### src/rtl/rv_csr_file.sv
// Machine-mode CSR unit: registers a CSR request, then performs the read-modify-write
// one cycle later; holds trap CSRs, a scratch bank and the cycle/instret counters.
module rv_csr_file #(
  parameter int NUM_SCRATCH = 4,
  parameter int CNT_WIDTH   = 64
) (
  input  logic        i_clk,
  input  logic        i_reset,
  input  logic        i_flush,
  input  logic        i_valid,
  input  logic [11:0] i_idx,
  input  logic [1:0]  i_op,
  input  logic        i_sel,
  input  logic [4:0]  i_imm,
  input  logic [31:0] i_data,
  input  logic        i_retire,
  input  logic        i_trap,
  input  logic [31:0] i_trap_pc,
  input  logic [31:0] i_trap_cause,
  output logic [31:0] o_data,
  output logic        o_valid,
  output logic        o_illegal,
  output logic [31:0] o_mtvec
);

  localparam logic [1:0] OP_NONE = 2'b00;
  localparam logic [1:0] OP_RW   = 2'b01;
  localparam logic [1:0] OP_RS   = 2'b10;
  localparam logic [1:0] OP_RC   = 2'b11;

  function automatic logic [31:0] csr_wval(input logic [1:0] op, input logic [31:0] old,
                                           input logic [31:0] opnd);
    case (op)
      OP_RW:   csr_wval = opnd;
      OP_RS:   csr_wval = old | opnd;
      OP_RC:   csr_wval = old & ~opnd;
      default: csr_wval = old;
    endcase
  endfunction

  // A write to either half replaces only that half and holds off the increment.
  function automatic logic [CNT_WIDTH-1:0] cnt_next(input logic [CNT_WIDTH-1:0] cur,
                                                    input logic we_lo, input logic we_hi,
                                                    input logic inc, input logic [31:0] wval);
    cnt_next = cur;
    if (we_lo)
      cnt_next[31:0] = wval;
    else if (we_hi)
      cnt_next[CNT_WIDTH-1:32] = wval[CNT_WIDTH-33:0];
    else if (inc)
      cnt_next = cur + CNT_WIDTH'(1);
  endfunction

  // ---- stage p0 -> p1: request capture
  logic        vld_p1;
  logic [11:0] idx_p1;
  logic [1:0]  op_p1;
  logic        sel_p1;
  logic [4:0]  imm_p1;
  logic [31:0] data_p1;

  always_ff @(posedge i_clk) begin
    if (i_reset || i_flush)
      vld_p1 <= 1'b0;
    else
      vld_p1 <= i_valid;
  end

  always_ff @(posedge i_clk) begin
    idx_p1  <= i_idx;
    op_p1   <= i_op;
    sel_p1  <= i_sel;
    imm_p1  <= i_imm;
    data_p1 <= i_data;
  end

  // ---- stage p1: read, decode and write-back
  logic [31:0]          mtvec_q, mscratch_q, mepc_q, mcause_q;
  logic [31:0]          scratch_q [16];
  logic [CNT_WIDTH-1:0] mcycle_q, minstret_q;
  logic [63:0]          cyc64, ins64;

  logic [31:0] operand_p1, old_p1, wval_p1;
  logic        mapped_p1, wr_req_p1, illegal_p1, wr_en_p1;

  always_comb begin
    cyc64 = '0;
    ins64 = '0;
    cyc64[CNT_WIDTH-1:0] = mcycle_q;
    ins64[CNT_WIDTH-1:0] = minstret_q;
  end

  always_comb begin
    operand_p1 = sel_p1 ? {27'd0, imm_p1} : data_p1;
    old_p1     = '0;
    mapped_p1  = 1'b1;
    case (idx_p1)
      12'h305:          old_p1 = mtvec_q;
      12'h340:          old_p1 = mscratch_q;
      12'h341:          old_p1 = mepc_q;
      12'h342:          old_p1 = mcause_q;
      12'hB00, 12'hC00: old_p1 = cyc64[31:0];
      12'hB80, 12'hC80: old_p1 = cyc64[63:32];
      12'hB02, 12'hC02: old_p1 = ins64[31:0];
      12'hB82, 12'hC82: old_p1 = ins64[63:32];
      default: begin
        if (idx_p1[11:4] == 8'h7C && {1'b0, idx_p1[3:0]} < 5'(NUM_SCRATCH))
          old_p1 = scratch_q[idx_p1[3:0]];
        else
          mapped_p1 = 1'b0;
      end
    endcase
    // Set/clear with a zero operand is a pure read, so it is legal on read-only CSRs.
    wr_req_p1  = (op_p1 == OP_RW) ||
                 ((op_p1 == OP_RS || op_p1 == OP_RC) && operand_p1 != 32'd0);
    illegal_p1 = vld_p1 && (!mapped_p1 || (idx_p1[11:10] == 2'b11 && wr_req_p1));
    wr_en_p1   = vld_p1 && !i_reset && wr_req_p1 && !illegal_p1;
    wval_p1    = csr_wval(op_p1, old_p1, operand_p1);
  end

  logic we_mtvec, we_mscratch, we_mepc, we_mcause;
  logic we_cyc_lo, we_cyc_hi, we_ins_lo, we_ins_hi;

  always_comb begin
    we_mtvec    = wr_en_p1 && idx_p1 == 12'h305;
    we_mscratch = wr_en_p1 && idx_p1 == 12'h340;
    we_mepc     = wr_en_p1 && idx_p1 == 12'h341;
    we_mcause   = wr_en_p1 && idx_p1 == 12'h342;
    we_cyc_lo   = wr_en_p1 && idx_p1 == 12'hB00;
    we_cyc_hi   = wr_en_p1 && idx_p1 == 12'hB80;
    we_ins_lo   = wr_en_p1 && idx_p1 == 12'hB02;
    we_ins_hi   = wr_en_p1 && idx_p1 == 12'hB82;
  end

  always_ff @(posedge i_clk) begin
    if (i_reset) begin
      mtvec_q    <= '0;
      mscratch_q <= '0;
      mepc_q     <= '0;
      mcause_q   <= '0;
      mcycle_q   <= '0;
      minstret_q <= '0;
      for (int k = 0; k < 16; k++)
        scratch_q[k] <= '0;
    end else begin
      if (we_mtvec)
        mtvec_q <= {wval_p1[31:2], 2'b00};
      if (we_mscratch)
        mscratch_q <= wval_p1;
      if (i_trap) begin
        mepc_q   <= i_trap_pc & ~32'd1;
        mcause_q <= i_trap_cause;
      end else begin
        if (we_mepc)
          mepc_q <= {wval_p1[31:1], 1'b0};
        if (we_mcause)
          mcause_q <= wval_p1;
      end
      for (int k = 0; k < 16; k++)
        if (k < NUM_SCRATCH && wr_en_p1 && idx_p1 == 12'h7C0 + 12'(k))
          scratch_q[k] <= wval_p1;
      mcycle_q   <= cnt_next(mcycle_q, we_cyc_lo, we_cyc_hi, 1'b1, wval_p1);
      minstret_q <= cnt_next(minstret_q, we_ins_lo, we_ins_hi, i_retire, wval_p1);
    end
  end

  assign o_valid   = vld_p1 && !i_reset;
  assign o_illegal = o_valid && illegal_p1;
  assign o_data    = (o_valid && !illegal_p1) ? old_p1 : 32'd0;
  assign o_mtvec   = {mtvec_q[31:2], 2'b00};

endmodule

### config.mk
export PLATFORM = sky130hd
export DESIGN_NAME = rv_csr_file
export DESIGN_NICKNAME = d
export VERILOG_FILES = /design/src/rtl/rv_csr_file.sv
export SDC_FILE = /design/constraint.sdc
export NUM_CORES = 1
export LEC_CHECK = 0
export ABC_CLOCK_PERIOD_IN_PS = 6700
export CORE_UTILIZATION = 35
export CTS_BUF_LIST = sky130_fd_sc_hd__clkbuf_8
export DETAILED_ROUTE_END_ITERATION = 8
export PLACE_DENSITY = 0.63
export SKIP_LAST_GASP = 1
export SYNTH_ARGS = -nofsm -noshare
export SYNTH_HDL_FRONTEND = slang
export SYNTH_SLANG_ARGS = --single-unit
### constraint.sdc
create_clock -name i_clk -period 6.7 [get_ports i_clk]
set_input_delay 1.34 -clock i_clk [delete_from_list [all_inputs] [get_ports i_clk]]
set_output_delay 1.34 -clock i_clk [all_outputs]
set_load 0.01 [all_outputs]
==> summary.txt, run 1 <==
Status
  – Status: complete, no violations

Drt
  – Routed WL: 118000 µm
  – DR iter-0 viols: between 3000 and 4000
  – Detailed-route DRC error count: 0
  – DR vias: 24300
  – Post-route ant nets: 0
  – WL/cell: 31.6 µm
  – Post-DR vias/cell: 6.49
  – Drt pass-1 iters: 8

Die
  – CORE AREA: around 66000 µm²
  – Die Wd: between 200 and 300 µm
  – Die H: 262 µm
  – Die area: 68500 µm²
  – I/O pins: 188
  – Initial Utilization: approximately 36%
  – Rows: 94

Power
  – Maximum vdd drop: 0.150 mV
  – PD cells: 213 nW/µm²
  – Leak Pwr: 9.15 nW

Job
  – Max cap viols: 0

Timing
  – Max Clock Freq: 161 MHz
  – Fin. max-slew vios: 0
  – Period utilization: 92.8%
  – Max_slew headroom: roughly a tenth
  – Clk_skew: 45.4 ps
  – Hold violation count in the final report: 0
  – Hold_ws: 457 ps
  – Setup violations, final: 0
  – Crit path time final: 6220 ps
  – Slew @ Worst Pin: 1350 ps
  – RSZ-0062 raised after global routing: no
  – TNS Setup: 0 ps

Cells and area
  – Nets@finish: 2943
  – Most common cell after layout, fill and taps aside: nor2_1
  – Area Growth Syn to Fin: 18.8%
  – Layout cells sized above 1: 12.4%
  – Commonest cells after routing, fill and taps aside: nor2_1, dfxtp_1, nand2_1

Global routing
  – Largest net degree at the start of global routing: 65
  – First-pass GRT wire length: 164000 µm
  – Initial antenna violation count: 9
  – Vias in the first global route: 21900
  – GRT overflow: 0
  – GRT Resource Usage Total: 33.8%

Place
  – Final RePlAce weighted congestion: 1.03
  – DP Wirelength: 84300 µm
  – Port buffer count: approximately 180

Setup path
  – Kind of critical path: register to output pin
  – Crit-path max FO: 22
  – CP Capture Type: output pin
  – Data required, critical path: 5360 ps
  – CP startpoint kind: register
  – Crit path DAT: 4880 ps

Synth
  – Netlist cell types: just under 100
  – Commonest register cell after synthesis: dfxtp_1
  – Mean Syn Cell Area: ~8.7 µm²
  – Yosys warnings: 0
  – #FFs+latches synth: 434
  – Sequential area share after synthesis: 42.3%
  – EDFF count, synth: 128
  – FFs w/ async S/R, synth: 0%
  – Cell Area, Synth: 23600 µm²
  – Post-Syn Instances: 2701

CTS
  – Clock H-tree levels: 3
  – # resized after CTS: 0
  – Hold bufs inserted after CTS: 0
  – CTS tree: yes
  – Clock Latency Late Sink: 730 ps
  – Clock sink count: between 400 and 500
  – Total CTS buffers: 80
  – Post-CTS Setup Inserts: 0
  – CTS max path bufs: 3
  – Root Driver: clkbuf_8
  – Clock transition at path regs: 70 ps

Hold path
  – Hold Path Class: register to register
-- Yosys cell counts (all sizes together), types with 27 or more instances --
library cell  count  share of area, %
nor2            348               5.6
buf              86               2.0
nand3            92               2.0
and2             31              0.82
a31oi            41               1.1
nor2b            41               1.1
dfxtp           306                26
nor4             38               1.2
nand2           246               3.9
nand4            72               1.9
nand2b           27              0.72
edfxtp          128                16
and3             46               1.2
clkbuf          157               2.5
mux4             36               3.4
a22oi            47               1.5
a211oi           84               2.7
a21oi           148               3.1
o21ai           137               2.9
xnor2            27               1.0
o22ai            59               1.6
o211ai           34               1.1
nor3             86               1.9
-- report_power, final --
group	internal [mW]	leakage, nW	switching (mW)
combinational	0.185	4.36	0.368
clock	1.36	0.921	1.24
sequential	2.76	3.87	0.0559
total	4.31	9.15	1.67
-- stage by stage --
stage | utilization (%) | area, µm² | std cells | power [mW] | setup WS [ps]
2_1_floorplan | - | 23600 | 2702 | 3.11 | 2970
3_3_place_gp | 39.9 | 26400 | 3601 | 3.39 | 1530
3_5_place_dp | 39.9 | 26400 | 3601 | 3.40 | 1460
4_1_cts | 42.3 | 28000 | 3745 | 5.96 | 669
5_1_grt | 42.3 | 28000 | 3746 | 6.12 | 543
6_report | 42.3 | 28000 | 3748 | 5.97 | 484
-- area by class of cell --
class	instances	area, µm²
Fill cell	6468	38200
Multi-Input combinational cell	2004	12700
Sequential cell	434	9980
Timing Repair Buffer	278	2550
Clock buffer	97	1340
Tap cell	864	1080
Clock inverter	47	275
Inverter	21	78.8
Antenna cell	3	7.51
-- path summary, 6_finish.rpt --
path	to	depth (start not counted)	start	slack [ps]
max	o_data[28]	8	idx_p1[3]	480
min	mscratch_q[9]	2	mscratch_q[9]	460
max reg2reg	scratch_q[0][13]	10	idx_p1[10]	1800
min reg2reg	mscratch_q[9]	2	mscratch_q[9]	460
-- cells by family (layout without fill, tap and decap cells) --
logic type / Yosys count / after routing / synth area share [%]
adders and majority gates: 2 / 2 / 0.106
other: 1 / 5 / 0.0159
buffers and inverters: 264 / 443 / 4.82
xor gates and xnor gates: 38 / 38 / 1.41
and+or+nand+nor: 1118 / 1118 / 23.7
DFF: 434 / 434 / 42.3
muxes: 77 / 77 / 5.30
AOI/OAI and AO/OA: 767 / 767 / 22.4
-- registers in the layout, summed over array words and instances (netlist names) --
signal	flops
cyc64	64
data_p1	32
idx_p1	12
imm_p1	5
ins64	64
mcause_q	32
mepc_q	31
mscratch_q	32
mtvec_q	30
op_p1	2
scratch_q	128
sel_p1	1
vld_p1	1
-- per-layer routing --
layer	wire length, µm	up-vias	track usage (%)
met5	53	-	0
met4	6750	8	17.7
met3	16700	264	10.6
met2	46100	1797	45.0
met1	48700	11800	48.1
li1	-	10400	-
-- critical path: stages, from the launching register on --
cell and delay [ps]:
dfxtp_1 550, or3_1 650, nor3_1 720, nor3_1 240, nor2_1 290, nand2_1 490
buf_4 410, a21oi_1 210, clkdlybuf4s50_1 580
(Power assumes the default switching activity.)
==> inputs of run 2 (changes only) <==
--- a/config.mk
+++ b/config.mk
@@ -5,11 +5,11 @@
 export SDC_FILE = /design/constraint.sdc
 export NUM_CORES = 1
 export LEC_CHECK = 0
-export ABC_CLOCK_PERIOD_IN_PS = 6700
+export ABC_CLOCK_PERIOD_IN_PS = 4990
 export CORE_UTILIZATION = 35
 export CTS_BUF_LIST = sky130_fd_sc_hd__clkbuf_8
 export DETAILED_ROUTE_END_ITERATION = 8
-export PLACE_DENSITY = 0.63
+export PLACE_DENSITY = 0.64
 export SKIP_LAST_GASP = 1
 export SYNTH_ARGS = -nofsm -noshare
 export SYNTH_HDL_FRONTEND = slang
==> constraint.sdc (replaced) <==
create_clock -name i_clk -period 4.99 [get_ports i_clk]
set_input_delay 0.998 -clock i_clk [delete_from_list [all_inputs] [get_ports i_clk]]
set_output_delay 0.998 -clock i_clk [all_outputs]
set_load 0.01 [all_outputs]
==> summary.txt, run 2 (synthesis results as in run 1) <==
Drt
  – WL met1: 49300 µm (+1.2%)
  – Met2 WL: 48200 µm (+4.6%)
  – Routed WL: 120000 µm (+1.1%)
  – WL/cell: 31.4 µm (-0.44%)
  – DR vias: 24800 (+1.9%)
  – Met3 Wirelength: 15900 µm (-4.7%)
  – Detailed-route DRC error count: 0 (unchanged)
  – Top Layer Used: met4
  – Drt pass-1 iters: 7 (-1)
  – Post-route ant nets: 0 (unchanged)
  – DR iter-0 viols: 3757 (-2.2%)
  – Post-DR vias/cell: 6.51 (+0.29%)

Setup path
  – Max incr delay on CP: 1090 ps (+370 ps)
  – Data required, critical path: 3990 ps (-1370 ps)
  – CP Capture Type: output pin
  – CP Cell Sequence: nor4b_4, buf_4, a222oi_1, o2111ai_1, nor2_1, nor2_1, clkdlybuf4s50_1
  – CP Depth: 7 (-1)
  – R2R depth: 9 (-1)
  – Most frequent CP cell: nor2_1
  – R2R setup slack: 1090 ps (-710 ps)
  – Top delay family on crit path: compound AO/OA/AOI/OAI gates
  – Crit path DAT: 4040 ps (-840 ps)
  – Crit-path slowest cell: a222oi_1
  – WP buf/inv: 2 (unchanged)
  – Crit-path max FO: 17 (-23%)
  – CP startpoint kind: register
  – Kind of critical path: register to output pin

Cells and area
  – Most common cell after layout, fill and taps aside: nor2_1
  – Finished Layout Cells: 3807 (+1.6%)
  – Area Growth Syn to Fin: 21.3%
  – Max reg flops: 128 (unchanged)
  – Commonest cells after routing, fill and taps aside: nor2_1, dfxtp_1, nand2_1
  – FILL cells: 6472 (+0.062%)
  – Nets@finish: 2997 (+1.8%)
  – Layout cells sized above 1: 14.0% (+1.6 points)
  – Largest Register: scratch_q

Timing
  – Clk_skew: 51.1 ps (+5.71 ps)
  – Final worst slack: -50.2 ps (-534 ps)
  – RSZ-0062 raised after global routing: no
  – TNS Setup: -50.2 ps (-50.2 ps)
  – Max_slew headroom: 16.4% (+7.0 points)
  – Max Clock Freq: roughly 200 MHz
  – Hold_ws: 457 ps (+0.0180 ps)
  – Crit path time final: 5040 ps
  – Period utilization: 101%
  – Setup violations, final: 1 (+1)
  – Slew @ Worst Pin: 1250 ps (-100 ps)
  – Fin. max-slew vios: 0 (unchanged)
  – Hold violation count in the final report: 0 (unchanged)

Global routing
  – First-pass GRT wire length: 165000 µm (+1.0%)
  – GRT Resource Usage Total: 34.1% (+0.37 points)
  – Vias in the first global route: 22400 (+2.6%)
  – GRT overflow: 0 (unchanged)
  – Initial antenna violation count: 7 (-2)
  – Largest net degree at the start of global routing: 86 (+32%)

Die
  – Die H: 262 µm (unchanged)
  – Die Wd: 262 µm (unchanged)
  – I/O pins: 188 (unchanged)
  – Rows: 94 (unchanged)
  – Die area: 68500 µm² (unchanged)
  – CORE AREA: 66200 µm² (unchanged)
  – Initial Utilization: 35.6% (unchanged)

Power
  – Comb power frac: 9.4% (+0.2 points)
  – Clk pwr share: 43.8% (+0.2 points)
  – Net Sw Power: 2.22 mW (+33%)
  – Total power: 8.09 mW (+35%)
  – Maximum vdd drop: 0.167 mV (+11%)
  – Seq pwr share: 46.9% (-0.3 points)
  – Leak Pwr: 9.49 nW (+3.7%)
  – Int Pwr: 5.87 mW (+36%)
  – PD cells: 283 nW/µm² (+33%)
  – Sw frac: 27.5% (-0.43 points)

CTS
  – Clock H-tree levels: 3 (unchanged)
  – CTS max path bufs: 3 (unchanged)
  – CTS tree: yes
  – Clock Latency Late Sink: 720 ps (about the same)
  – Clock sink count: 434 (unchanged)
  – Root Driver: clkbuf_8
  – Hold bufs inserted after CTS: 0 (unchanged)
  – Clock transition at path regs: 70 ps (about the same)
  – Total CTS buffers: 80 (unchanged)

Place
  – Final RePlAce weighted congestion: 1.04 (+1.3%)
  – DP Cell Count: 3651 (+1.4%)
  – Port buffer count: 184 (unchanged)
  – DP Worst Slack: 592 ps (-868 ps)
  – DP Wirelength: 85900 µm (+1.9%)

Status
  – Status: complete, but fails checks
  – Failing checks: negative setup slack

Hold path
  – Worst Hold Depth: 2 (unchanged)
  – Hold Path Class: register to register

Job
  – Max cap viols: 0 (unchanged)
run 2: cell count changes in the layout (fill, tap and decap cells not counted), moves of 3 or more:
cell / previous run / this run
buf_4: 94 / 136
buf_12: 0 / 11
diode_2: 3 / 8
dfxtp_1: 303 / 300
dfxtp_2: 1 / 4
o221ai_1: 10 / 13
o221ai_2: 7 / 4
run 2: what timing repair did:
action / CTS / global route
pin swaps: 1 / 2
setup endpoints to repair: 7 / 25
gates resized for setup: 4 / 8
buffers inserted: 3 / 1
run 2: metal layers:
metal	vias up	global-route usage (%)
met2	1833	46.9
met3	241	10.2
li1	10500	-
met4	0	17.7
met1	12200	47.9
met5	-	0
run 2: cell type report:
class	instances	area, µm²	share of cell area, %
Clock buffer	98	1350	4.71
Timing Repair Buffer	332	3110	10.9
Multi-Input combinational cell	2004	12700	44.4
Sequential cell	434	9980	34.9
Clock inverter	46	288	1.01
Tap cell	864	1080	3.78
Inverter	21	78.8	0.275
Antenna cell	8	20.0	0.0700
run 2: power by group through the flow:
stage / combinational, mW / clock (mW) / sequential (mW)
5_1_grt: 0.769 / 3.73 / 3.79
3_5_place_dp: 0.718 / 0 / 3.86
4_1_cts: 0.723 / 3.58 / 3.79
6_report: 0.757 / 3.54 / 3.79
2_1_floorplan: 0.361 / 0 / 3.81
3_3_place_gp: 0.712 / 0 / 3.86
run 2: worst reg2reg max path: stages (launching register included):
cell,delay (ps)
dfxtp_4,600
buf_4,380
nor2b_1,110
buf_4,180
a2bb2oi_1,530
nor2_1,200
nor3_1,570
o221ai_2,630
a221oi_1,420
a21oi_1,110
run 2: worst paths after layout:
| kind | to | startpoint |
|---|---|---|
| setup / recovery | o_data[24] | idx_p1[3] |
| hold / removal | mscratch_q[9] | mscratch_q[9] |
| hold reg to reg | mscratch_q[9] | mscratch_q[9] |
| setup reg to reg | cyc64[27] | idx_p1[1] |
run 2: through the flow:
step           cell area [µm²]  util [%]
2_1_floorplan            23600         -
3_3_place_gp             26900      40.6
3_5_place_dp             26900      40.6
4_1_cts                  28500      43.1
5_1_grt                  28600      43.2
6_report                 28600      43.2
